===== src/rtl/hwpf_stride_dedup_queue.sv =====
// Prefetch request queue that drops requests whose cache line is already queued
// or was recently issued to the dcache; responses pass straight through.
package hwpf_stride_dedup_queue_pkg;
    localparam int HPDCACHE_OFFSET_WIDTH = 6;
    localparam int HPDCACHE_NLINE_WIDTH  = 26;

    typedef struct packed {
        logic [31:0] addr;
        logic [2:0]  size;
        logic [3:0]  tid;
        logic        need_rsp;
    } hpdcache_req_t;

    typedef struct packed {
        logic [31:0] rdata;
        logic [3:0]  tid;
        logic        error;
    } hpdcache_rsp_t;
endpackage

module hwpf_stride_dedup_queue
    import hwpf_stride_dedup_queue_pkg::*;
#(
    parameter int FIFO_DEPTH     = 4,
    parameter int HIST_DEPTH     = 8,
    parameter int DROP_CNT_WIDTH = 16
) (
    input  logic                      clk_i,
    input  logic                      rst_i,
    input  logic                      enable_i,
    input  logic                      flush_i,
    input  logic                      in_req_valid_i,
    output logic                      in_req_ready_o,
    input  hpdcache_req_t             in_req_i,
    output logic                      in_rsp_valid_o,
    output hpdcache_rsp_t             in_rsp_o,
    output logic                      out_req_valid_o,
    input  logic                      out_req_ready_i,
    output hpdcache_req_t             out_req_o,
    input  logic                      out_rsp_valid_i,
    input  hpdcache_rsp_t             out_rsp_i,
    output logic [DROP_CNT_WIDTH-1:0] drop_cnt_o
);
    localparam int AW = $clog2(FIFO_DEPTH);
    localparam int HW = (HIST_DEPTH > 1) ? $clog2(HIST_DEPTH) : 1;

    typedef logic [HPDCACHE_NLINE_WIDTH-1:0] nline_t;

    hpdcache_req_t             mem [FIFO_DEPTH];
    logic [AW:0]               wr_ptr;
    logic [AW:0]               rd_ptr;
    logic [AW:0]               count;
    logic                      full;
    logic                      empty;
    logic                      accept;
    logic                      deq;
    logic                      fifo_hit;
    logic                      hist_hit;
    logic                      hit;
    nline_t                    in_nline;
    nline_t                    head_nline;
    nline_t                    hist_nline [HIST_DEPTH];
    logic [HIST_DEPTH-1:0]     hist_valid;
    logic [HW-1:0]             repl_ptr;
    logic [DROP_CNT_WIDTH-1:0] drop_cnt;

    assign count      = wr_ptr - rd_ptr;
    assign full       = (wr_ptr[AW] != rd_ptr[AW]) && (wr_ptr[AW-1:0] == rd_ptr[AW-1:0]);
    assign empty      = (wr_ptr == rd_ptr);
    assign accept     = in_req_valid_i && !full;
    assign deq        = !empty && out_req_ready_i;
    assign in_nline   = in_req_i.addr[HPDCACHE_OFFSET_WIDTH +: HPDCACHE_NLINE_WIDTH];
    assign head_nline = out_req_o.addr[HPDCACHE_OFFSET_WIDTH +: HPDCACHE_NLINE_WIDTH];

    // A slot is occupied when its distance from the read pointer is below the occupancy.
    always_comb begin
        fifo_hit = 1'b0;
        for (int i = 0; i < FIFO_DEPTH; i++) begin
            if (({1'b0, AW'(i) - rd_ptr[AW-1:0]} < count) &&
                (mem[i].addr[HPDCACHE_OFFSET_WIDTH +: HPDCACHE_NLINE_WIDTH] == in_nline))
                fifo_hit = 1'b1;
        end
    end

    always_comb begin
        hist_hit = 1'b0;
        for (int i = 0; i < HIST_DEPTH; i++) begin
            if (hist_valid[i] && (hist_nline[i] == in_nline))
                hist_hit = 1'b1;
        end
    end

    assign hit = enable_i && !in_req_i.need_rsp && (fifo_hit || hist_hit);

    always_ff @(posedge clk_i or posedge rst_i) begin
        if (rst_i) begin
            wr_ptr <= '0;
            rd_ptr <= '0;
        end else begin
            if (accept && !hit)
                wr_ptr <= wr_ptr + 1'b1;
            if (deq)
                rd_ptr <= rd_ptr + 1'b1;
        end
    end

    always_ff @(posedge clk_i) begin
        if (accept && !hit)
            mem[wr_ptr[AW-1:0]] <= in_req_i;
    end

    // Flush wins over an insert in the same cycle.
    always_ff @(posedge clk_i or posedge rst_i) begin
        if (rst_i) begin
            hist_valid <= '0;
            repl_ptr   <= '0;
        end else if (flush_i) begin
            hist_valid <= '0;
            repl_ptr   <= '0;
        end else if (deq) begin
            hist_valid[repl_ptr] <= 1'b1;
            repl_ptr <= (repl_ptr == HW'(HIST_DEPTH - 1)) ? '0 : repl_ptr + 1'b1;
        end
    end

    always_ff @(posedge clk_i) begin
        if (deq && !flush_i)
            hist_nline[repl_ptr] <= head_nline;
    end

    always_ff @(posedge clk_i or posedge rst_i) begin
        if (rst_i)
            drop_cnt <= '0;
        else if (accept && hit && (drop_cnt != '1))
            drop_cnt <= drop_cnt + 1'b1;
    end

    assign in_req_ready_o  = !full;
    assign out_req_valid_o = !empty;
    assign out_req_o       = mem[rd_ptr[AW-1:0]];
    assign drop_cnt_o      = drop_cnt;
    assign in_rsp_valid_o  = out_rsp_valid_i;
    assign in_rsp_o        = out_rsp_i;
endmodule


===== config.mk =====
export PLATFORM = sky130hd
export DESIGN_NAME = hwpf_stride_dedup_queue
export DESIGN_NICKNAME = d
export VERILOG_FILES = /design/src/rtl/hwpf_stride_dedup_queue.sv
export SDC_FILE = /design/constraint.sdc
export NUM_CORES = 1
export LEC_CHECK = 0
export CORE_UTILIZATION = 64
export CTS_CLUSTER_SIZE = 25
export DETAILED_ROUTE_END_ITERATION = 10
export DONT_BUFFER_PORTS = 1
export HOLD_SLACK_MARGIN = 0.02
export MAX_ROUTING_LAYER = met4
export PLACE_DENSITY = 0.8
export SYNTH_ARGS = -nofsm -noshare
export SYNTH_HDL_FRONTEND = slang
export SYNTH_SLANG_ARGS = --single-unit

===== constraint.sdc =====
create_clock -name clk_i -period 13.6 [get_ports clk_i]
set_clock_uncertainty 0.05 [all_clocks]
set_input_delay 0.68 -clock clk_i [delete_from_list [all_inputs] [get_ports clk_i]]
set_output_delay 0.68 -clock clk_i [all_outputs]
set_load 0.02 [all_outputs]

==> metrics.md <==
| Metric | Value |
|---|---|
| Clk sinks | 401 |
| Detailed Routing Iterations Pass 1 | 5 |
| FF-to-FF path depth | 12 |
| Crit Path Class | flop to flop |
| Status | finished, final reports clean |
| Slew @ Worst Pin | 1.11 ns |
| Chip Width | 169 microns |
| Worst setup path end | mem[0][24] |
| Grt total ovfl | 0 |
| Area share of the largest cell type after synthesis | 61.7% |
| CTS root buf | clkbuf_16 |
| Vias in the first global route | 9370 |
| # setup viols final | 0 |
| Post-synth EDFFs | 368 |
| Hold_buf cts | 0 |
| Clk buf depth | 3 |
| Nets@finish | 1170 |
| Antenna viol nets, final | 0 |
| Post-route minimum period | 4.81 ns |
| Yosys reg bits | 401 |
| Post-DP HPWL | 26.4 mm |
| Pwr Density | 197 nW/um^2 |
| # diodes | 0 |
| Commonest cells post-synth | 368 x edfxtp_1, 223 x xnor2_1, 106 x xor2_1 |
| Hold_ws | 0.0865 ns |
| RSZ-0062 raised after global routing | false |
| Syn Nets | 1190 |
| CP required | 13.70 ns |
| Period utilization | 35.4% |
| Row Count | 60 |
| Setup tns final | 0 ns |
| CTS Buf Count | 40 |
| Drc violations | 0 |
| Number of setup buffers added after CTS | 0 |
| Post-CTS Resized | 0 |
| Worst setup EP type | flop |
| Clk slew on worst S/H paths | 0.06 ns |
| Max-slew violations | 0 |
| Pleak | 6.24 nW |
| FF-to-FF End | mem[0][24] |
| Via count | 9239 |
| Core Region | 27200 sq um |
| Startpoint type of the worst setup path | flop |
| First-pass GRT wire length | 60.6 mm |
| Placer congestion estimate | 0.837 |
| Dpl cell area | 17900 sq um |
| MaxCap Viol Count | 0 |
| Share of cells above drive strength 1 | 13.4% |
| Vert. Die Dim | 169 microns |
| Synth Flop Type | edfxtp_1 |
| Hold Crit Class | input port to async pin |
| Sequential-to-total area share from yosys stat | 66.3% |
| Syn_area_per_cell | 16.4 sq um |
| Post-synthesis cell count | 1090 |
| YS warnings | 0 |
| Total Routed Length | 41.2 mm |
| Worst VDD drop | 146 uV |
| Vias per cell | 6.28 |
| Critical Path AT | 4.91 ns |
| Initial antenna violation count | 1 |
| Worst reg2reg startpoint | rd_ptr[1] |
| H-Tree Depth | 2 |
| Tot Pwr | 3.79 mW |
| Initial DRC count | 873 |
| Distinct cells, synth | 43 |
| CP max FO | 44 |
| Overall routing resource usage | 30.8% |
| Clk Latency, worst-skew pair | 0.53 ns |
| Post-layout instance area | 19200 sq um |
| Top post-synthesis cells by area | edfxtp_1 62%, xnor2_1 11%, xor2_1 5.2% |
| CP startpoint | rd_ptr[1] |
| Cell area after synthesis | 17900 sq um |
| Die ar. | 28700 sq um |
| Post-DR wirelength/cell | 28.0 microns |
| Worst reg2reg setup slack | 8.79 ns |
| Top-count cell post-synth | edfxtp_1 |
| Layout area overhead | 7.23% |
| Utilization after layout | 70.7% |
| Final hold violation count | 0 |
| Ys async rst share | 8.23% |
| # IOs | 180 |
| Leading area contributor after synthesis | edfxtp_1 |
| Fmax | 0.208 GHz |
| Starting density of the core | 66.0% |
| # port buffers | 0 |
| CTS tree | built |
| Largest net degree at the start of global routing | 45 |
| Worst slew margin | 25.8% |
==> where the power goes <==
group / switching, mW / leakage [nW] / internal, mW
Sequential: 0.105 / 3.79 / 1.66
Clock: 0.446 / 0.640 / 0.640
Combinational: 0.641 / 1.81 / 0.298
==> cell families after synthesis <==
family / after synthesis / synth area share [%]
xor+xnor: 332 / 16.3
compound gates: 20 / 0.817
mux: 43 / 5.24
buf+inv: 88 / 3.76
fa+ha+maj: 16 / 1.16
simple gates: 190 / 6.42
flops: 401 / 66.3
==> per-layer routing <==
layer  wire, microns  vias to the layer above  GRT usage [%]
li1                -                     3969              -
met1           15100                     4683           39.1
met2           21000                      510           50.4
met3            3940                       77           5.50
met4            1250                        0           10.7
met5               0                        -              -
==> registers in the layout, indices dropped and copies added, names as in the netlist <==
signal	cells
drop_cnt_o	16
hist_nline	208
hist_valid	8
mem	160
rd_ptr	3
repl_ptr	3
wr_ptr	3
==> stage by stage <==
step | std cells | setup slack [ns]
after CTS | 1472 | 8.76
final | 1472 | 8.79
after global routing | 1472 | 8.48
after global placement | 1400 | 8.87
after floorplan | 1090 | 8.65
after detailed placement | 1400 | 8.77
==> final cells by class <==
| cell class | count | area (sq um) |
|---|---|---|
| fillers | 1713 | 7960 |
| inverters | 12 | 45.0 |
| multi-input cells | 601 | 5420 |
| repair buffers | 14 | 105 |
| clock inverters | 18 | 179 |
| well taps | 372 | 465 |
| clock buffers | 54 | 1130 |
| flip-flops and latches | 401 | 11900 |
==> how the worst min path moves through the flow <==
stage,endpoint,slack [ns],cells past startpoint
floorplan,hist_valid[0],0.40,1
global placement,hist_valid[7],0.41,1
detailed placement,hist_valid[4],0.42,1
CTS,repl_ptr[0],0.10,2
global route,repl_ptr[1],0.14,2
finish,repl_ptr[0],0.09,2
==> placed cells by master, fill, tap and decap left out, types with 5 or more instances in the layout <==
| cell type | instances |
|---|---|
| nor3_2 | 10 |
| nand2_1 | 19 |
| nand3_1 | 10 |
| nand4_1 | 67 |
| edfxtp_1 | 368 |
| inv_1 | 11 |
| clkbuf_16 | 42 |
| xnor2_1 | 223 |
| dfrtp_1 | 31 |
| nor2_2 | 7 |
| mux4_2 | 40 |
| clkinv_2 | 7 |
| a21o_1 | 10 |
| clkinv_1 | 6 |
| nor2_1 | 5 |
| xor2_1 | 106 |
| nor4_1 | 28 |
| nor3_1 | 16 |
| clkbuf_1 | 9 |
| buf_4 | 14 |
| ha_1 | 15 |
==> worst max-delay path, stage by stage (launching register included) <==
cell      delay (ns)
dfrtp_2         1.10
inv_1           0.24
fa_1            0.56
inv_1           0.08
ha_1            0.30
a21o_1          0.12
a211oi_1        0.08
nand3_2         0.09
nand4_2         0.12
nor3_4          0.79
o21ai_4         0.23
nor2_4          0.14
buf_4           0.50
No activity file was read; power rests on OpenSTA's default activity.
